### src/rtl/regfile_write_arbiter.sv
// regfile_write_arbiter: arbitrates two requesters (A, B) onto the single
// write port of register_file. Registered FSM (IDLE, WRITE_A, WRITE_B).
// A tie in IDLE is resolved round-robin using last_served. A requester is
// never granted on two consecutive cycles, so that it can see its ack.
//
// Ports:
//   clk, rst_n               clock, asynchronous active-low reset
//   req_x, addr_x, data_x    requester x write request (x = a, b)
//   ack_x                    one-cycle grant/complete pulse to requester x
//   reg_write, write_reg,
//   write_data               register_file write port
//   busy                     high while in WRITE_A or WRITE_B
//   conflict_cnt             saturating tie-decision count
//                            (present only with REGFILE_ARB_STATS_EN)
//
// Build option: define REGFILE_ARB_STATS_EN to add conflict_cnt.
module regfile_write_arbiter (
  input  logic        clk,
  input  logic        rst_n,
  input  logic        req_a,
  input  logic [4:0]  addr_a,
  input  logic [23:0] data_a,
  output logic        ack_a,
  input  logic        req_b,
  input  logic [4:0]  addr_b,
  input  logic [23:0] data_b,
  output logic        ack_b,
  output logic        reg_write,
  output logic [4:0]  write_reg,
  output logic [23:0] write_data,
  output logic        busy
`ifdef REGFILE_ARB_STATS_EN
  ,
  output logic [15:0] conflict_cnt
`endif
);

  localparam int unsigned ADDR_W = 5;
  localparam int unsigned DATA_W = 24;

  typedef enum logic [1:0] {
    IDLE    = 2'd0,
    WRITE_A = 2'd1,
    WRITE_B = 2'd2
  } state_e;

  state_e              state_q, state_d;
  logic                last_served_q, last_served_d;
  logic                reg_write_q, reg_write_d;
  logic                ack_a_q, ack_a_d;
  logic                ack_b_q, ack_b_d;
  logic                busy_q, busy_d;
  logic [ADDR_W-1:0]   write_reg_q, write_reg_d;
  logic [DATA_W-1:0]   write_data_q, write_data_d;

  // Next state, payload capture on entry, and registered output decode.
  always_comb begin
    state_d       = state_q;
    last_served_d = last_served_q;
    write_reg_d   = write_reg_q;
    write_data_d  = write_data_q;

    case (state_q)
      IDLE: begin
        if (req_a && req_b) begin
          // last_served = 1 means B went last, so A wins
          state_d = last_served_q ? WRITE_A : WRITE_B;
        end else if (req_a) begin
          state_d = WRITE_A;
        end else if (req_b) begin
          state_d = WRITE_B;
        end
      end
      // The granted requester has not seen its ack yet: ignore its req here.
      WRITE_A: state_d = req_b ? WRITE_B : IDLE;
      WRITE_B: state_d = req_a ? WRITE_A : IDLE;
      default: state_d = IDLE;
    endcase

    // Self-loops are impossible, so state_d == WRITE_x is always an entry.
    if (state_d == WRITE_A) begin
      write_reg_d   = addr_a;
      write_data_d  = data_a;
      last_served_d = 1'b0;
    end else if (state_d == WRITE_B) begin
      write_reg_d   = addr_b;
      write_data_d  = data_b;
      last_served_d = 1'b1;
    end

    reg_write_d = (state_d != IDLE);
    busy_d      = (state_d != IDLE);
    ack_a_d     = (state_d == WRITE_A);
    ack_b_d     = (state_d == WRITE_B);
  end

  // State and output registers.
  always_ff @(posedge clk or negedge rst_n) begin
    if (!rst_n) begin
      state_q       <= IDLE;
      last_served_q <= 1'b1;
      reg_write_q   <= 1'b0;
      ack_a_q       <= 1'b0;
      ack_b_q       <= 1'b0;
      busy_q        <= 1'b0;
      write_reg_q   <= '0;
      write_data_q  <= '0;
    end else begin
      state_q       <= state_d;
      last_served_q <= last_served_d;
      reg_write_q   <= reg_write_d;
      ack_a_q       <= ack_a_d;
      ack_b_q       <= ack_b_d;
      busy_q        <= busy_d;
      write_reg_q   <= write_reg_d;
      write_data_q  <= write_data_d;
    end
  end

  assign reg_write  = reg_write_q;
  assign ack_a      = ack_a_q;
  assign ack_b      = ack_b_q;
  assign busy       = busy_q;
  assign write_reg  = write_reg_q;
  assign write_data = write_data_q;

`ifdef REGFILE_ARB_STATS_EN
  localparam int unsigned CNT_W = 16;

  logic             tie_c;
  logic [CNT_W-1:0] conflict_cnt_q, conflict_cnt_d;

  // Only IDLE can see two eligible requests; in WRITE_x one side is masked.
  assign tie_c = (state_q == IDLE) && req_a && req_b;

  // Saturating tie counter.
  always_comb begin
    conflict_cnt_d = conflict_cnt_q;
    if (tie_c && (conflict_cnt_q != {CNT_W{1'b1}})) begin
      conflict_cnt_d = conflict_cnt_q + CNT_W'(1);
    end
  end

  always_ff @(posedge clk or negedge rst_n) begin
    if (!rst_n) begin
      conflict_cnt_q <= '0;
    end else begin
      conflict_cnt_q <= conflict_cnt_d;
    end
  end

  assign conflict_cnt = conflict_cnt_q;
`endif

endmodule

### config.mk
export PLATFORM = sky130hd
export DESIGN_NAME = regfile_write_arbiter
export DESIGN_NICKNAME = d
export VERILOG_FILES = /design/src/rtl/regfile_write_arbiter.sv
export SDC_FILE = /design/constraint.sdc
export NUM_CORES = 1
export LEC_CHECK = 0
export ABC_AREA = 1
export ABC_CLOCK_PERIOD_IN_PS = 2400
export BUFFER_PORTS_ARGS = -buffer_cell sky130_fd_sc_hd__buf_2
export CORE_MARGIN = 2
export CORE_UTILIZATION = 45
export DETAILED_ROUTE_END_ITERATION = 6
export GPL_TIMING_DRIVEN = 0
export PLACE_DENSITY = 0.84
export SLEW_MARGIN = 20
export SYNTH_ARGS = -nofsm -noshare
export SYNTH_HDL_FRONTEND = slang
export SYNTH_SLANG_ARGS = --single-unit
### constraint.sdc
create_clock -name clk -period 2.4 [get_ports clk]
set_input_delay 0.12 -clock clk [delete_from_list [all_inputs] [get_ports clk]]
set_output_delay 0.12 -clock clk [all_outputs]
set_load 0.02 [all_outputs]
# Word-level counts from Yosys, hierarchy flattened

Index checks and enable logic that the tools add are counted.
Widths: inputs -> output; s select.

Word-level logic and storage cells: 28
Bits in registers: 35
Output and inout port bits: 33
Input bits: 62

Reductions and logical operators: 4
Multiplexer cells: 13
Equal/unequal tests: 4

Operator list:

| cell               | number |
|---|---|
| $mux 24            | 2 |
| $mux 2             | 5 |
| $mux 5             | 2 |
| $pmux 2 s3         | 1 |
| $eq 2x1->1 const B | 2 |
| $eq 2x2->1 const B | 2 |
| $reduce_bool 2->1  | 2 |
| $mux 1             | 3 |
| $logic_not 2->1    | 1 |
| $logic_and 1x1->1  | 1 |

# Longest topological paths before layout

Gate-level depths: netlist (run 1).

Depth in word-level cells: 7
Gate-level depth with buffers: 12
Gate-level depth less buffers: 10

# Worst setup path before layout (run 1)

Ideal clock, no wire load.

Path kind: reg2reg
Start point: register last_served_q
End point: register write_data_q[10], in the netlist write_data[10]
Arrival time: 1.557 ns
Clock period less this slack: 1.675 ns
Buffers on the path: 2
Setup time: 0.117 ns
Setup slack: 0.725 ns
Cell stages (with the launch flop): 8
Required time: 2.283 ns
Cells stage by stage: dfstp_2 inv_1 o21ai_0 ha_1 buf_2 buf_4 nand3_1 nand2_1

Word-level cells in the longest chain between the ends: 5
Elaborated cells on any way between the ends: 7
Those cells by class: eq/ne: 2; mux: 4; reduce/logical: 1

Ends and longest elaborated chain:

| what                                                | RTL line | source |
|---|---|---|
| start, declared                                     | 48       | `logic last_served_q, last_served_d;` |
| start signal, assigned                              | 110      | `last_served_q <= last_served_d;` |
| $mux 2 *                                            | 67       | `state_d = last_served_q ? WRITE_A : WRITE_B;` |
| $mux 2 *                                            | 65       | `if (req_a && req_b) begin` |
| $pmux 2 s3 *                                        | 63       | `case (state_q)` |
| $eq 2x1->1 / $eq 2x2->1 (equally long branches)     | 81, 85   |  |
| $mux 24 / $reduce_bool 2->1 (equally long branches) | --       |  |
| end signal, assigned                                | 116      | `write_data_q <= write_data_d;` |
| end, declared                                       | 54       | `logic [DATA_W-1:0] write_data_q, write_data_d;` |

Mark *: on every way between the ends. The rest lies on a longest branch, timed or not.
A chain may end at the register's enable or synchronous reset.

# Worst setup path in the final report (run 1)

Start point: register last_served_q
End point: register write_reg_q[1], in the netlist write_reg[1]

Word-level cells in the longest chain between the ends: 5
Elaborated cells on any way between the ends: 7
Those cells by class: eq/ne: 2; mux: 4; reduce/logical: 1

Ends and longest elaborated chain:

| what                                               | RTL line | source |
|---|---|---|
| $mux 2 *                                           | 67       |  |
| $mux 2 *                                           | 65       |  |
| $pmux 2 s3 *                                       | 63       |  |
| $eq 2x1->1 / $eq 2x2->1 (equally long branches)    | 81, 85   |  |
| $mux 5 / $reduce_bool 2->1 (equally long branches) | --       |  |
| end signal, assigned                               | 115      | `write_reg_q <= write_reg_d;` |
| end, declared                                      | 53       | `logic [ADDR_W-1:0] write_reg_q, write_reg_d;` |

Marks and branches as above.

==> results of run 1 <==
final cells by class:
class	instances	share of cell area
timing repair buffer	95	0.190
clock inverter	3	0.0173
sequential	35	0.347
buffer	13	0.0317
tap	50	0.0248
clock buffer	5	0.0272
multi-input combinational	158	0.264
inverter	66	0.0980
layout by cell type, fill, tap and decap left out:
| cell | netlist | final |
|---|---|---|
| sky130_fd_sc_hd__buf_2 | 4 | 98 |
| sky130_fd_sc_hd__buf_4 | 5 | 5 |
| sky130_fd_sc_hd__buf_6 | 1 | 1 |
| sky130_fd_sc_hd__bufinv_16 | 0 | 1 |
| sky130_fd_sc_hd__clkbuf_1 | 3 | 3 |
| sky130_fd_sc_hd__clkbuf_8 | 0 | 5 |
| sky130_fd_sc_hd__clkinv_2 | 0 | 1 |
| sky130_fd_sc_hd__clkinv_4 | 0 | 1 |
| sky130_fd_sc_hd__dfrtp_1 | 34 | 34 |
| sky130_fd_sc_hd__dfstp_2 | 1 | 1 |
| sky130_fd_sc_hd__dlygate4sd3_1 | 0 | 1 |
| sky130_fd_sc_hd__ha_1 | 4 | 4 |
| sky130_fd_sc_hd__inv_1 | 65 | 65 |
| sky130_fd_sc_hd__inv_2 | 1 | 1 |
| sky130_fd_sc_hd__nand2_1 | 122 | 122 |
| sky130_fd_sc_hd__nand3_1 | 29 | 29 |
| sky130_fd_sc_hd__nor2_1 | 1 | 1 |
| sky130_fd_sc_hd__o21ai_0 | 2 | 2 |
through the flow:
| stage | setup WS [ns] | util | std cells |
|---|---|---|---|
| floorplan | 0.725 | - | 272 |
| global placement | 0.473 | 0.601 | 416 |
| detailed placement | 0.426 | 0.601 | 416 |
| CTS | 0.402 | 0.632 | 425 |
| global route | 0.259 | 0.632 | 425 |
| finish | 0.452 | 0.632 | 425 |
kinds of logic (layout without fill, tap and decap cells):
kind of cell	after synthesis	in the layout
flip-flops	35	35
AO/OA/AOI/OAI	2	2
AND/OR/NAND/NOR	152	152
buffers and inverters	79	182
adder cells (fa/ha/maj)	4	4
power by group:
part	total (W)	switching, W	internal, W
Clock	0.000520	0.000211	0.000309
Combinational	0.00144	0.000941	0.000497
Sequential	0.00101	0.000137	0.000878
final timing paths:
kind | startpoint | end
hold reg to reg | write_data[15]$_DFFE_PN0P_ | write_data[15]$_DFFE_PN0P_
max in group asynchronous | rst_n | state_q[0]$_DFF_PN0_
hold / removal | data_a[21] | write_data[21]$_DFFE_PN0P_
setup reg to reg | last_served_q$_DFFE_PN1P_ | write_reg[1]$_DFFE_PN0P_
min in group asynchronous | rst_n | write_data[13]$_DFFE_PN0P_
setup / recovery | last_served_q$_DFFE_PN1P_ | write_reg[1]$_DFFE_PN0P_
per-layer routing:
metal | up-vias | wire, microns | global-route usage
met5 | - | 0 | 0
met4 | 0 | 40 | 0.0575
met3 | 6 | 339 | 0.0552
met2 | 61 | 2000 | 0.319
met1 | 785 | 1870 | 0.220
li1 | 981 | - | -
worst min-delay path: stages:
cell	delay (ns)
sky130_fd_sc_hd__buf_2	0.07
sky130_fd_sc_hd__inv_1	0.03
sky130_fd_sc_hd__nand2_1	0.04
sky130_fd_sc_hd__nand3_1	0.06
sky130_fd_sc_hd__nand2_1	0.05
synthesized netlist by cell type:
library cell and instances:
sky130_fd_sc_hd__buf_2 4, sky130_fd_sc_hd__buf_4 5, sky130_fd_sc_hd__buf_6 1, sky130_fd_sc_hd__clkbuf_1 3, sky130_fd_sc_hd__dfrtp_1 34, sky130_fd_sc_hd__dfstp_2 1, sky130_fd_sc_hd__ha_1 4, sky130_fd_sc_hd__inv_1 65
sky130_fd_sc_hd__inv_2 1, sky130_fd_sc_hd__nand2_1 122, sky130_fd_sc_hd__nand3_1 29, sky130_fd_sc_hd__nor2_1 1, sky130_fd_sc_hd__o21ai_0 2
repair_timing:
item                      CTS  global route
hold buffers                1             0
setup buffers               0             0
hold endpoints to repair   34             0
==> metrics.txt, run 1 <==
outcome complete, no violations; DR DRC count 0; worst hold path depth 5; GRT Total Usage 0.184; sequential cell area 877 sq um; total power divided by cell area 1180 nW/um^2; CTS root buf sky130_fd_sc_hd__clkbuf_8; synth warn 0; worst hold slack between 0.1 and 0.15 ns; H-tree levels 2; top cells by area, synth sky130_fd_sc_hd__dfrtp_1, sky130_fd_sc_hd__nand2_1, sky130_fd_sc_hd__inv_1; setup-violating endpoint count in the final report 0; Leakage about 1.7 nW; worst-case reg-to-reg path depth 7; data arrival time of the critical path 2.17 ns; Synth Area in Compound Gates 0.00535; transition at the pin with the smallest max-transition slack ~0.75 ns; highest cell delay on the worst timing path 0.53 ns; number of vias after detailed routing 1833; horizontal die dimension 68.5 microns; final cycle utilization of the critical path 0.812; final weighted congestion of routability-driven global placement ~0.75; CTS tree done; endpoints failing hold 0; final worst path period need between 1.5 and 2 ns; total power 0.00297 W; vias per cell 4.31; Worst path depth 7; antenna violations before repair 0; Fill cells 361; die area between 4000 and 5000 sq um; number of storage elements in the synthesis netlist 35; Top-Level Pins 95; Vert. Die Dim 68.5 microns; library cell with the largest summed area after synthesis sky130_fd_sc_hd__dfrtp_1; Setup crit end kind flop; number of nets at the end of the flow 440; maximum resistive drop on vdd 0.532 mV; post-synth net total roughly 340; series of cell instances along the critical path inv_1 -> o21ai_0 -> ha_1 -> inv_1 -> clkbuf_1 -> nand2_1 -> nand2_1; maximum count of clock buffers along a single path 2; final global-route overflow total 0; synth-to-layout area growth 35.0%; proportion of netlist area held by the largest area contributor 0.455; highest net fanout along the worst path 10; area of the multi-input gates between 600 and 700 sq um; reg-to-reg slack, setup roughly 0.45 ns; Port Buf Inserts 94; XOR/XNOR share of the synthesized area 0; placeable core region 4000 sq um; accumulated negative setup slack 0 ns; cell area after technology mapping 1870 sq um; Hold/Removal Path Class in2reg; Worst path slowest cell sky130_fd_sc_hd__dfstp_2; maximum clock frequency 513 MHz; number of optimization iterations in the first detailed-route pass 4; type of the worst setup path reg2reg; unrepaired setup endpoints after global routing no; sequential area share after synthesis 0.469; clk sinks 35; average cell area after synthesis roughly 6.9 sq um; DR WL/cell ~10 microns; Crit path max-delay family buffers and inverters; simple-gate portion of the synthesized area 0.324; clock insertion delay at the later pin of the skew report around 0.28 ns; Routed WL ~4200 microns; Finished Cell Area between 2000 and 3000 sq um; CTS buffer count 5; max-cap violations 0; adder-cell area share of the yosys netlist 0.0267; placed inst area ~2400 sq um; first-pass GRT wire length 6450 microns; ratio of cells with drive above 1 in the final layout 0.304; Worst Setup Start Kind flop; diode insertion count for antenna repair 0; synthesized netlist cell count 272; number of buffers and inverters on the critical path 3; remaining antenna violation count after routing 0; worst relative slew slack 0.503; number of DRC markers after the initial detailed-route iteration 82; largest family of logic cells by synthesized area simple AND/OR/NAND/NOR gates; number of global-route vias before repair roughly 1500; maximum number of pins on one net before global-route repair 36; clk slew on worst S/H paths roughly 0.07 ns; number of standard-cell rows in the floorplan 23; max FFs per register 24; Worst Skew roughly 0.0047 ns; starting density of the core 0.468; count of pins over their slew limit 0; dpl hpwl about 3200 microns; portion of netlist area occupied by mux cells 0; post-synthesis cell type count 13; data required time of the critical path 2.63 ns; count of instances resized after the clock tree is built 0
Power figures use the tool's default switching activity.
==> inputs of run 2 (changes only) <==
--- a/config.mk
+++ b/config.mk
@@ -5,11 +5,11 @@
 export SDC_FILE = /design/constraint.sdc
 export NUM_CORES = 1
 export LEC_CHECK = 0
-export ABC_AREA = 1
-export ABC_CLOCK_PERIOD_IN_PS = 2400
+export ABC_AREA = 0
+export ABC_CLOCK_PERIOD_IN_PS = 2000
 export BUFFER_PORTS_ARGS = -buffer_cell sky130_fd_sc_hd__buf_2
 export CORE_MARGIN = 2
-export CORE_UTILIZATION = 45
+export CORE_UTILIZATION = 43
 export DETAILED_ROUTE_END_ITERATION = 6
 export GPL_TIMING_DRIVEN = 0
 export PLACE_DENSITY = 0.84
==> constraint.sdc (replaced) <==
create_clock -name clk -period 2 [get_ports clk]
set_input_delay 0.1 -clock clk [delete_from_list [all_inputs] [get_ports clk]]
set_output_delay 0.1 -clock clk [all_outputs]
set_load 0.02 [all_outputs]
==> run 2 against run 1 <==
Against the previous run: critical path depth did not move; via count decreased by 23%; highest routed layer unchanged; sequential power up 17%; core utilization is 1.6 points lower; total power grew 3.4%; non-clock buffer count decreased by 2; setup slack got worse by 0.24 ns; clock power is 12% lower; wire length down 18%; combinational power hardly changed.
==> metrics.txt, run 2 <==
starting density of the core 0.443 (-0.0245); Hold/Removal Path Class in2reg; number of DRC markers after the initial detailed-route iteration 70 (-15%); Vert. Die Dim 65.0 microns (-5.1%); cell area after technology mapping 1600 sq um (-15%); total power 0.00307 W (+3.4%); CTS tree done; sequential area share after synthesis 0.549 (+0.0799); maximum count of clock buffers along a single path 2 (unchanged); post-synth net total 212 (-37%); ys async rst share 1.00 (unchanged); Port Buf Inserts 94 (unchanged); highest net fanout along the worst path 10 (unchanged); ratio of cells with drive above 1 in the final layout 0.442 (+0.138); number of global-route vias before repair 1340 (-12%); part of the total power dissipated in combinational logic 0.465 (-0.019); final worst path period need 1.79 ns (-0.158 ns); max FFs per register 24 (unchanged); average cell area after synthesis 11.0 sq um (+59%); dominant cell by count in the synthesized netlist sky130_fd_sc_hd__dfrtp_1; dpl hpwl 2660 microns (-16%); maximum clock frequency 559 MHz (+8.8%); series of cell instances along the critical path nor2b_1 -> o21ai_0 -> ha_1 -> clkbuf_1 -> buf_2 -> nor2_1 -> a21oi_1; worst-case reg-to-reg path depth 7 (unchanged); maximum number of pins on one net before global-route repair 36 (unchanged); library cell with the largest summed area after synthesis sky130_fd_sc_hd__dfrtp_1; Hold Path End write_data[7]$_DFFE_PN0P_; worst hold slack 0.123 ns (-0.000802 ns); CTS root buf sky130_fd_sc_hd__clkbuf_8; Top-Level Pins 95 (unchanged); worst hold path depth 3 (-2); Post-CTS Setup Inserts 0 (unchanged); clk slew on worst S/H paths 0.06 ns (about the same); endpoints failing hold 0 (unchanged); reg-to-reg slack, setup 0.21 ns (-0.24 ns); final global-route overflow total 0 (unchanged); number of nets at the end of the flow 314 (-29%); top post-synthesis cells by count sky130_fd_sc_hd__dfrtp_1, sky130_fd_sc_hd__a21oi_1, sky130_fd_sc_hd__nor2_1; horizontal die dimension 65.0 microns (-5.1%); final instance count without filler cells 297 (-30%); primary flip-flop cell chosen by synthesis mapping sky130_fd_sc_hd__dfrtp_1; maximum resistive drop on vdd 0.615 mV (+16%); P_int 0.00180 W (+6.8%); EDFF count, synth 0 (unchanged); min-delay src data_b[7]; final weighted congestion of routability-driven global placement 0.723 (-3.5%); highest cell delay on the worst timing path 0.36 ns (-0.17 ns); sw power 0.00127 W (-1.2%); proportion of netlist area held by the largest area contributor 0.532 (+0.0775); worst relative slew slack 0.503 (about the same); die area 4220 sq um (-10%); Worst Skew 0.00692 ns (+0.00219 ns); number of vias after detailed routing 1409 (-23%); setup-violating endpoint count in the final report 0 (unchanged); diode insertion count for antenna repair 0 (unchanged); number of optimization iterations in the first detailed-route pass 4 (unchanged); final cell utilization of the core 0.616 (-0.0156); H-tree levels 2 (unchanged); synth warn 0 (unchanged); outcome complete, no violations; part of the power in registers 0.385 (+0.044); clock share of power 0.150 (-0.025); total power divided by cell area 1380 nW/um^2 (+18%); fraction of met2 tracks used by global routing 0.322 (+0.00366); clock insertion delay at the later pin of the skew report 0.27 ns (about the same); most used routing layer in global routing met2; top cells by area, synth sky130_fd_sc_hd__dfrtp_1, sky130_fd_sc_hd__mux2i_1, sky130_fd_sc_hd__a21oi_1; synth-to-layout area growth 39.0%; post-synthesis cell type count 17 (+4); Leakage 1.11 nW (-34%); placeable core region 3610 sq um (-9.9%); clk sinks 35 (unchanged); CTS buffer count 5 (unchanged); commonest non-fill, non-tap cell in the layout sky130_fd_sc_hd__buf_2; GRT Total Usage 0.173 (-0.0112); reg2reg start state_q[0]$_DFF_PN0_; Worst Setup Start Kind flop; net switching fraction of the power 0.415 (-0.0189); vias per cell 4.74 (+10%); DR WL/cell 11.7 microns (+17%); antenna violations before repair 0 (unchanged); number of standard-cell rows in the floorplan 22 (-4.3%); first-pass GRT wire length 5720 microns (-11%); number of storage elements in the synthesis netlist 35 (unchanged); synthesized netlist cell count 146 (-46%); Placed Cells 288 (-31%); transition at the pin with the smallest max-transition slack 0.746 ns (+0.000338 ns); final cycle utilization of the critical path 0.895 (+0.0833); unrepaired setup endpoints after global routing no; Setup crit end kind flop; remaining antenna violation count after routing 0 (unchanged); met3 track demand over resource in global routing 0.0469 (-0.00832); Routed WL 3480 microns (-18%); count of pins over their slew limit 0 (unchanged); data required time of the critical path 2.19 ns (-0.44 ns); Worst path slowest cell sky130_fd_sc_hd__dfrtp_1; met1 routing resource usage after global routing 0.199 (-0.0207); commonest cells after routing, fill and taps aside sky130_fd_sc_hd__buf_2, sky130_fd_sc_hd__dfrtp_1, sky130_fd_sc_hd__a21oi_1; accumulated negative setup slack 0 ns (unchanged); type of the worst setup path reg2reg; data arrival time of the critical path 1.98 ns (-0.19 ns); DR DRC count 0 (unchanged); RR Endpoint write_data[12]$_DFFE_PN0P_; max-cap violations 0 (unchanged)
## run 2: cell count changes after synthesis, moves of 29 or more
cell,before,now
sky130_fd_sc_hd__nand3_1,29,0
sky130_fd_sc_hd__inv_1,65,1
sky130_fd_sc_hd__a21oi_1,0,31
sky130_fd_sc_hd__nor2_1,1,30
sky130_fd_sc_hd__mux2i_1,0,29
sky130_fd_sc_hd__nand2_1,122,0
## run 2: worst max-delay path, delay by kind of cell (launching register included)
kind / cells / cell delay (ns)
flip-flops: 1 / 0.36
adder cells (fa/ha/maj): 1 / 0.31
AO/OA/AOI/OAI: 2 / 0.31
buffers and inverters: 2 / 0.42
AND/OR/NAND/NOR: 2 / 0.32
## run 2: worst max-delay path by stage
stage / start / endpoint / slack, ns
after floorplan: state_q[0]$_DFF_PN0_ / write_data[0]$_DFFE_PN0P_ / 0.38
after global routing: state_q[0]$_DFF_PN0_ / write_data[1]$_DFFE_PN0P_ / 0.02
final: state_q[0]$_DFF_PN0_ / write_data[12]$_DFFE_PN0P_ / 0.21
after global placement: state_q[0]$_DFF_PN0_ / write_data[9]$_DFFE_PN0P_ / 0.13
after detailed placement: state_q[0]$_DFF_PN0_ / write_data[10]$_DFFE_PN0P_ / 0.07
after CTS: state_q[0]$_DFF_PN0_ / write_data[8]$_DFFE_PN0P_ / 0.07
## run 2: layer usage
layer  share of wire  vias up
met5               0        -
met4          0.0023        0
met3           0.060        2
met2            0.52       46
met1            0.41      663
li1                -      698
## run 2: final cells by class
class	instances	area, sq um
sequential	35	877
multi-input combinational	99	641
timing repair buffer	95	480
tap	48	60.1
inverter	1	3.75
fill	346	1380
clock buffer	8	80.1
buffer	11	80.1
## run 2: power by group through the flow
stage                     Sequential, W  Combinational (W)  Clock (W)
after floorplan                 0.00157           0.000544          0
after global placement          0.00118            0.00141          0
after detailed placement        0.00119            0.00145          0
after CTS                       0.00118            0.00144   0.000474
after global routing            0.00122            0.00156   0.000512
final                           0.00118            0.00143   0.000460
## run 2: logic make-up after synthesis
| family | share of synthesized area |
|---|---|
| flip-flops | 0.549 |
| buffers and inverters | 0.0509 |
| AND/OR/NAND/NOR | 0.0783 |
| AO/OA/AOI/OAI | 0.110 |
| adder cells (fa/ha/maj) | 0.0313 |
| multiplexers | 0.182 |
## run 2: repair_timing
action | 4_1_cts | 5_1_grt
gates resized for setup | 0 | 4
endpoints found under the setup margin | 0 | 20
hold buffers | 1 | 0
hold endpoints to repair | 34 | 0
## run 2: per-stage QoR
stage / setup slack, ns / area (sq um)
2_1_floorplan: 0.381 / 1600
3_3_place_gp: 0.132 / 2130
3_5_place_dp: 0.0683 / 2130
4_1_cts: 0.0746 / 2220
5_1_grt: 0.0226 / 2220
6_report: 0.210 / 2220
